==> src/rtl/fixed_to_float_pkg.sv <==
// Shared helpers for the fixed-point to IEEE-754 converter: exponent bias and
// packed float width derived from the exponent/mantissa field sizes.
package fixed_to_float_pkg;

  function automatic int float_bias(input int exp_width);
    return (1 << (exp_width - 1)) - 1;
  endfunction

  function automatic int float_width(input int exp_width, input int man_width);
    return 1 + exp_width + man_width;
  endfunction

endpackage

==> src/rtl/lzc_count.sv <==
// Combinational leading-zero counter; count equals WIDTH when the input is zero.
module lzc_count
  import fixed_to_float_pkg::*;
#(
  parameter int WIDTH = 32
) (
  input  logic [WIDTH-1:0]           value,
  output logic [$clog2(WIDTH+1)-1:0] count,
  output logic                       all_zero
);

  localparam int CW = $clog2(WIDTH + 1);

  // Ascending scan so the highest set bit is the last one to win.
  always_comb begin
    count = CW'(WIDTH);
    for (int i = 0; i < WIDTH; i++) begin
      if (value[i]) count = CW'(WIDTH - 1 - i);
    end
  end

  assign all_zero = ~|value;

endmodule

==> src/rtl/fixed_to_float_pipe.sv <==
// Four-stage fixed-point (Qm.f) to packed IEEE-754 converter with per-stage
// bubble collapse. Define FIXED_TO_FLOAT_STATUS_EN to add the status output.
module fixed_to_float_pipe
  import fixed_to_float_pkg::*;
#(
  parameter int IN_WIDTH   = 32,
  parameter int FRAC_BITS  = 16,
  parameter int IN_SIGNED  = 1,
  parameter int EXP_WIDTH  = 8,
  parameter int MAN_WIDTH  = 23,
  parameter int USER_WIDTH = 1
) (
  input  logic                                 aclk,
  input  logic                                 aresetn,
  input  logic [IN_WIDTH-1:0]                  s_axis_a_tdata,
  input  logic [USER_WIDTH-1:0]                s_axis_a_tuser,
  input  logic                                 s_axis_a_tvalid,
  output logic                                 s_axis_a_tready,
  output logic [float_width(EXP_WIDTH, MAN_WIDTH)-1:0] m_axis_result_tdata,
  output logic [USER_WIDTH-1:0]                m_axis_result_tuser,
  output logic                                 m_axis_result_tvalid,
  input  logic                                 m_axis_result_tready
`ifdef FIXED_TO_FLOAT_STATUS_EN
  ,
  output logic [1:0]                           m_axis_result_tstatus
`endif
);

  localparam int  BIAS     = float_bias(EXP_WIDTH);
  localparam int  OUT_W    = float_width(EXP_WIDTH, MAN_WIDTH);
  localparam int  LZC_W    = $clog2(IN_WIDTH + 1);
  localparam int  FRAC_W   = IN_WIDTH - 1;
  localparam bit  ROUND_EN = (IN_WIDTH - 1) > MAN_WIDTH;

  // These bounds keep every result normal and finite, so no overflow or
  // subnormal handling is needed downstream.
  if (FRAC_BITS > BIAS - 1) begin : g_frac_too_big
    $error("FRAC_BITS must not exceed bias-1");
  end
  if (IN_WIDTH - FRAC_BITS > BIAS) begin : g_int_too_big
    $error("IN_WIDTH-FRAC_BITS must not exceed bias");
  end
  if (FRAC_BITS >= IN_WIDTH) begin : g_frac_ge_width
    $error("FRAC_BITS must be smaller than IN_WIDTH");
  end

  typedef struct packed {
    logic                  sign;
    logic [IN_WIDTH-1:0]   mag;
    logic [USER_WIDTH-1:0] user;
  } s1_t;

  typedef struct packed {
    logic                  sign;
    logic [IN_WIDTH-1:0]   mag;
    logic [LZC_W-1:0]      lzc;
    logic                  zero;
    logic [USER_WIDTH-1:0] user;
  } s2_t;

  typedef struct packed {
    logic                  sign;
    logic [FRAC_W-1:0]     frac;
    logic signed [EXP_WIDTH:0] exp;
    logic                  zero;
    logic [USER_WIDTH-1:0] user;
  } s3_t;

  // Handshake: a beat moves when valid && ready; a stage advances when it is
  // empty or the stage after it advances, so bubbles collapse anywhere.
  logic v1, v2, v3;
  logic adv1, adv2, adv3, adv4;
  s1_t  s1_d, s1_q;
  s2_t  s2_d, s2_q;
  s3_t  s3_d, s3_q;

  assign adv4 = !m_axis_result_tvalid || m_axis_result_tready;
  assign adv3 = !v3 || adv4;
  assign adv2 = !v2 || adv3;
  assign adv1 = !v1 || adv2;
  assign s_axis_a_tready = adv1 && !aresetn;

  always_comb begin
    s1_d.sign = (IN_SIGNED != 0) && s_axis_a_tdata[IN_WIDTH-1];
    s1_d.mag  = s1_d.sign ? -s_axis_a_tdata : s_axis_a_tdata;
    s1_d.user = s_axis_a_tuser;
  end

  logic [LZC_W-1:0] lzc_cnt;
  logic             lzc_zero;

  lzc_count #(.WIDTH(IN_WIDTH)) u_lzc (
    .value    (s1_q.mag),
    .count    (lzc_cnt),
    .all_zero (lzc_zero)
  );

  always_comb begin
    s2_d.sign = s1_q.sign;
    s2_d.mag  = s1_q.mag;
    s2_d.lzc  = lzc_cnt;
    s2_d.zero = lzc_zero;
    s2_d.user = s1_q.user;
  end

  // The leading one is implicit in the float format and is dropped here.
  logic unused_lead;
  always_comb begin
    {unused_lead, s3_d.frac} = s2_q.mag << s2_q.lzc;
    s3_d.sign = s2_q.sign;
    s3_d.exp  = (EXP_WIDTH+1)'(IN_WIDTH - 1 - FRAC_BITS - int'(s2_q.lzc));
    s3_d.zero = s2_q.zero;
    s3_d.user = s2_q.user;
  end

  logic [FRAC_W+MAN_WIDTH-1:0] ext;
  logic [MAN_WIDTH-1:0]        man_t;
  logic [FRAC_W-1:0]           dropped;
  logic                        guard, sticky, inc;
  logic [MAN_WIDTH:0]          man_sum;
  logic [OUT_W-1:0]            res;

  // Zero-padding below the fraction makes the exact case fall out naturally:
  // when the fraction fits, every dropped bit is zero.
  always_comb begin
    ext     = {s3_q.frac, {MAN_WIDTH{1'b0}}};
    man_t   = ext[FRAC_W+MAN_WIDTH-1 -: MAN_WIDTH];
    dropped = ext[FRAC_W-1:0];
    guard   = dropped[FRAC_W-1];
    sticky  = |(dropped << 1);
    inc     = ROUND_EN && guard && (sticky || man_t[0]);
    man_sum = {1'b0, man_t} + (MAN_WIDTH+1)'(inc);
    if (s3_q.zero) begin
      res = '0;
    end else begin
      res = {s3_q.sign,
             EXP_WIDTH'(int'(s3_q.exp) + int'(man_sum[MAN_WIDTH]) + BIAS),
             man_sum[MAN_WIDTH-1:0]};
    end
  end

  always_ff @(posedge aclk) begin
    if (aresetn) begin
      v1                   <= 1'b0;
      v2                   <= 1'b0;
      v3                   <= 1'b0;
      m_axis_result_tvalid <= 1'b0;
      m_axis_result_tdata  <= '0;
      m_axis_result_tuser  <= '0;
`ifdef FIXED_TO_FLOAT_STATUS_EN
      m_axis_result_tstatus <= 2'b00;
`endif
    end else begin
      if (adv1) v1 <= s_axis_a_tvalid;
      if (adv2) v2 <= v1;
      if (adv3) v3 <= v2;
      if (adv4) begin
        m_axis_result_tvalid <= v3;
        if (v3) begin
          m_axis_result_tdata <= res;
          m_axis_result_tuser <= s3_q.user;
`ifdef FIXED_TO_FLOAT_STATUS_EN
          m_axis_result_tstatus <= {s3_q.zero, guard | sticky};
`endif
        end
      end
    end
  end

  // Payload registers need no reset: their valids gate every use.
  always_ff @(posedge aclk) begin
    if (adv1 && s_axis_a_tvalid) s1_q <= s1_d;
    if (adv2 && v1)              s2_q <= s2_d;
    if (adv3 && v2)              s3_q <= s3_d;
  end

endmodule

==> config.mk <==
export PLATFORM = sky130hd
export DESIGN_NAME = fixed_to_float_pipe
export DESIGN_NICKNAME = d
export VERILOG_FILES = /design/src/rtl/fixed_to_float_pkg.sv /design/src/rtl/lzc_count.sv /design/src/rtl/fixed_to_float_pipe.sv
export SDC_FILE = /design/constraint.sdc
export NUM_CORES = 1
export LEC_CHECK = 0
export ABC_AREA = 1
export CORE_UTILIZATION = 50
export DETAILED_ROUTE_END_ITERATION = 16
export GPL_ROUTABILITY_DRIVEN = 0
export PLACE_DENSITY = 0.8
export SLEW_MARGIN = 10
export SYNTH_ARGS = -nofsm -noshare
export SYNTH_HDL_FRONTEND = slang
export SYNTH_HIERARCHICAL = 1
export SYNTH_SLANG_ARGS = --single-unit
==> constraint.sdc <==
create_clock -name aclk -period 4.35 [get_ports aclk]
set_input_delay 0.6525 -clock aclk [delete_from_list [all_inputs] [get_ports aclk]]
set_output_delay 0.6525 -clock aclk [all_outputs]
set_load 0.03 [all_outputs]
# Word-level counts from Yosys, hierarchy flattened
# Index checks and enable logic that the tools add are counted.
# word_totals
register_bits,153
latch_bits,0
ram_bits,0
rom_bits,0
input_bits,37
out_inout_bits,35
wordCells,88
n_memories,0
# op_classes
add_sub_neg,5
n_mul,0
n_div,0
n_lt_le_gt_ge,0
n_eq_ne,0
n_shift,1
n_mux,33
bitwise_logic,0
n_reduce_logical,24
# ops
op,count
5-bit 2-to-1 mux,15
32-bit 2-to-1 mux,1
4-bit 2-to-1 mux,8
32-bit negation,1
32-bit OR reduction,1
32-bit by 6-bit left shift with 31-bit output,1
31-bit 2-to-1 mux,1
31-bit OR reduction,1
23-bit by 1-bit adder with 24-bit output,1
16-bit OR reduction,1
3-bit 2-to-1 mux,4
7-bit by 2-bit adder with 8-bit output,1
"8-bit adder, second input constant",1
8-bit OR reduction,1
7-bit OR reduction,1
"4-bit by 6-bit subtractor with 7-bit output, first input constant",1
1-bit zero test,6
6-bit 2-to-1 mux,1
1-bit logical AND,5
1-bit logical OR,5
2-bit 2-to-1 mux,2
4-bit OR reduction,1
2-bit AND reduction,1
2-bit OR reduction,1
1-bit 2-to-1 mux,1

# Longest topological paths before layout
# logic_depth
depth_word,31
ltp_mapped,31
mapped_depth_nobuf,31

# Modules after synthesis
# The synthesis kept the hierarchy.
# modules_own_cells
module,n_inst,cells_per_inst,area_each_um2,seq_area_each_um2
fixed_to_float_pipe,1,1019,8109.0,4194.0
lzc_count,1,110,481.7,0.0

# Least setup slack after synthesis
# No wires, ideal clock.
# synth_timing
kind,input to register
start,input m_axis_result_tready
end,register s1_q[0] (netlist name) (enable)
setup_time_ps,426
arrival_ps,2497
required_time_ps,3924
path_slack_ps,1427
stages,8
path_buffers,0
path_cell_list,inv_1 > nand2_2 > nor2_1 > inv_1 > nor2_1 > nand2_1 > inv_1 > nor2_1
# synth_via
elab_chain_len,5
# synth_lines
element,line,rtl
"start, declared",fixed_to_float_pipe.sv:22,input logic m_axis_result_tready
1-bit logical OR,fixed_to_float_pipe.sv:77,assign adv4 = !m_axis_result_tvalid || m_axis_result_tready;
1-bit logical OR,fixed_to_float_pipe.sv:78,assign adv3 = !v3 || adv4;
1-bit logical OR,fixed_to_float_pipe.sv:79,assign adv2 = !v2 || adv3;
1-bit logical OR,fixed_to_float_pipe.sv:80,assign adv1 = !v1 || adv2;
1-bit logical AND,fixed_to_float_pipe.sv:172,if (adv1 && s_axis_a_tvalid) s1_q <= s1_d;
"end signal, assigned",fixed_to_float_pipe.sv:172,
"end, declared",fixed_to_float_pipe.sv:73,"s1_t s1_d, s1_q;"
# Every way passes these cells.
# A chain may end at the register's enable or synchronous reset.

# Final worst setup path
# layout_timing
start,input m_axis_result_tready
end,output s_axis_a_tready
# layout_via
elab_chain_len,5
# layout_lines
element,line,rtl
1-bit logical OR,fixed_to_float_pipe.sv:77,
1-bit logical OR,fixed_to_float_pipe.sv:78,
1-bit logical OR,fixed_to_float_pipe.sv:79,
1-bit logical OR,fixed_to_float_pipe.sv:80,
1-bit logical AND,fixed_to_float_pipe.sv:81,assign s_axis_a_tready = adv1 && !aresetn;
"end, declared",fixed_to_float_pipe.sv:18,"output logic s_axis_a_tready,"
# Every way passes these cells.

==> flow_summary.ini <==
[synth]
synth_top_family_by_area = simple AND/OR/NAND/NOR gates
synthFlopType = sky130_fd_sc_hd__edfxtp_1
fraction_of_synthesized_area_in_multiplexers = 0
synthTopCellsByCount = 334 x sky130_fd_sc_hd__nand2_1, 189 x sky130_fd_sc_hd__nand3_1, 120 x sky130_fd_sc_hd__nor2_1
synth_largest_type_area_fraction = 0.402
synth.cell_area_um2 = 8590
post_synth_xor_area_fraction = 0.0214
synth_largest_area_cell = sky130_fd_sc_hd__edfxtp_1
syn-mean-instance-area_um2 = 7.61
synth_compound_area_frac = 0.0706
synthesis.nets = 1171
sequential_area_share_after_synthesis = 0.488
yosys_warnings = 6
adder_cell_area_share_of_the_yosys_netlist = 0.00728
synth_area_leaders = sky130_fd_sc_hd__edfxtp_1 40%, sky130_fd_sc_hd__nand2_1 15%, sky130_fd_sc_hd__nand3_1 11%
yosysMostFrequentCell = sky130_fd_sc_hd__nand2_1
number_of_enable_flip_flop_cells_after_synthesis = 115
ys_seq_elements = 152
synth_simple_gate_area_frac = 0.336
synthesis.instances = 1129
synthArstFlopShare = 0
synth.distinct_cells = 39

[hold_path]
holdCritPathClass = flip-flop to flip-flop

[route]
vias = 7430
wire_per_inst_um = 12.3
drcViolationCount = 0
drtPass1Iterations = 5
post_drt_via_cell_ratio = 5.25
routed_wl_mm = 17.3
final_ant_viol_nets = 0
met2RoutedLength_mm = 8.25
dr.max_layer_used = met4
met1Wirelength_mm = 7.77
drt_iter0_drc = 515
met3_length_um = 810

[job]
max_cap_violations = 0

[cells_and_area]
num-nets-final = 1224
postLayoutCoreUtil = 0.599
synthToLayoutAreaGrowth_pct = 16.5
finalInstanceArea_um2 = 10000
layout-drive-gt1-share = 0.0427
n_fill_cell = 1506
num_antenna_cells = 0

[floorplan]
fp.dieArea_um2 = 17700
die_w_um = 133
floorplan.core_area_um2 = 16700
floorplan.initialDensity = 0.514
floorplan.io_pins = 72
die_height_um = 133
row_count = 47

[clock_network]
post_cts.repair.setup_buffers = 0
cts_hold_buf = 0
tritoncts_clock_tree = yes
cts_sinks = 152
ctsHtreeMaxLevel = 4
clock_tree.buffer_depth = 2
post_cts_resize_count = 0
number_of_buffers_inserted_during_clock_tree_synthesis = 17
ctsRootBufferMaster = sky130_fd_sc_hd__clkbuf_16
path_clk_slew_ns = 0.06
clk_latency_ns = 0.42

[grt]
antenna_violations_before_repair = 0
gr-usage-all-layers = 0.211
via_count_of_the_first_global_routing_pass = 6819
grt.overflow.total = 0
grt_first_pass_wirelength_mm = 30.0
largest_net_degree_at_the_start_of_global_routing = 42

[timing]
max_slew.worst_pin.slew_ns = 0.986
timing.hold.ws_ns = 0.415
period_minus_slack_ns = 2.97
hold_violations = 0
clock-skew-final_ns = 0.00716
clock.fmax_mhz = 337
setup_tns_ns = 0
rsz0062_at_grt = false
portion_of_the_clock_cycle_consumed_by_the_worst_path_in_the_final_layout = 0.683
slew-limit-headroom = 0.343
finalMaxSlewViolations = 0
setup-violations-final = 0

[worst_setup_path]
worst-endpoint-required_ns = 3.70
cp_data_arrival_time_ns = 2.32
critical_path.startpoint_type = input port
critical_path_endpoint_category = output pin
worstSetupPathType = input port to output pin
critical_path_peak_fanout = 4

[power_and_ir_drop]
power_leakage_uw = 0.00420
power.density_nw_per_um2 = 343
ir_worst_vdd_mv = 0.244

[run_status]
outcome = complete, no violations

[placed_design]
io_buffer_count = 71
post-dp-hpwl_mm = 12.9
post_dp_cell_area_um2 = 9430
==> final cells by class <==
type	instances	area, µm²	area share
multi-input combinational	817	3740	0.374
sequential	152	4190	0.419
clock inverter	15	150	0.0150
tap	220	275	0.0275
timing repair buffer	76	748	0.0748
clock buffer	17	425	0.0425
inverter	118	470	0.0470
==> per-stage QoR <==
step	setup slack [ns]	cells	total power [µW]
after floorplan	1.43	1129	1930
after global placement	1.40	1383	2040
after detailed placement	1.39	1383	2040
after CTS	1.38	1415	3460
after global routing	1.22	1415	3570
final	1.38	1415	3430
==> flip-flops by register name, indices dropped and copies added, names as in the netlist <==
signal and cells:
dropped 8, ext 23, m_axis_result_tdata 32, m_axis_result_tuser 1, m_axis_result_tvalid 1, s1_q 34
s2_q 40, s3_q 10, v1 1, v2 1, v3 1
==> placed cells by master (no fill, tap or decap), drive strengths merged <==
master / netlist / final
a211oi: 1 / 1
a21boi: 1 / 1
a21oi: 69 / 69
a22oi: 2 / 2
a311oi: 1 / 1
a31oi: 1 / 1
buf: 23 / 5
bufinv: 2 / 4
clkbuf: 19 / 17
clkdlybuf4s50: 0 / 71
clkinv: 1 / 10
clkinvlp: 0 / 1
dfxtp: 37 / 37
edfxtp: 115 / 115
ha: 5 / 5
inv: 115 / 118
nand2: 336 / 336
nand3: 189 / 189
nand3b: 4 / 4
nand4: 12 / 12
nor2: 124 / 124
nor3: 8 / 8
nor4: 4 / 4
o211a: 1 / 1
o211ai: 1 / 1
o21ai: 30 / 30
o21bai: 5 / 5
o31ai: 1 / 1
or2: 1 / 1
xnor2: 5 / 5
xor2: 16 / 16
==> worst max-delay path: stages <==
cell and delay, ns:
sky130_fd_sc_hd__clkdlybuf4s50_1 0.46, sky130_fd_sc_hd__inv_1 0.04, sky130_fd_sc_hd__nand2_2 0.10, sky130_fd_sc_hd__nor2_1 0.05, sky130_fd_sc_hd__inv_1 0.08, sky130_fd_sc_hd__nor2_1 0.06, sky130_fd_sc_hd__nand2_1 0.07, sky130_fd_sc_hd__inv_1 0.06
sky130_fd_sc_hd__nor2_1 0.08, sky130_fd_sc_hd__clkdlybuf4s50_1 0.67
==> cell families after synthesis <==
logic type                 count (synthesis)
and+or+nand+nor                          678
buffers and inverters                    160
DFF                                      152
AOI/OAI and AO/OA                        113
xor gates and xnor gates                  21
adders and majority gates                  5
==> metal layers <==
metal	track usage	vias up
li1	-	3856
met1	0.261	3284
met2	0.347	246
met3	0.0444	44
met4	0.107	0
met5	0	-
==> path summary, 6_finish.rpt <==
path                        start               to  slack, ns  depth (start not counted)
min                      s2_q[40]         s3_q[42]       0.41                          0
max reg2reg               s2_q[3]          ext[52]       1.47                          8
max          m_axis_result_tready  s_axis_a_tready       1.38                         10
min reg2reg              s2_q[40]         s3_q[42]       0.41                          0
==> where the power goes <==
part	internal (µW)	switching (µW)	total [µW]	leakage (µW)
Sequential	1640	48.1	1690	0.00141
Clock	844	572	1420	0.000280
Combinational	130	194	324	0.00251
No activity file was read; power rests on OpenSTA's default activity.
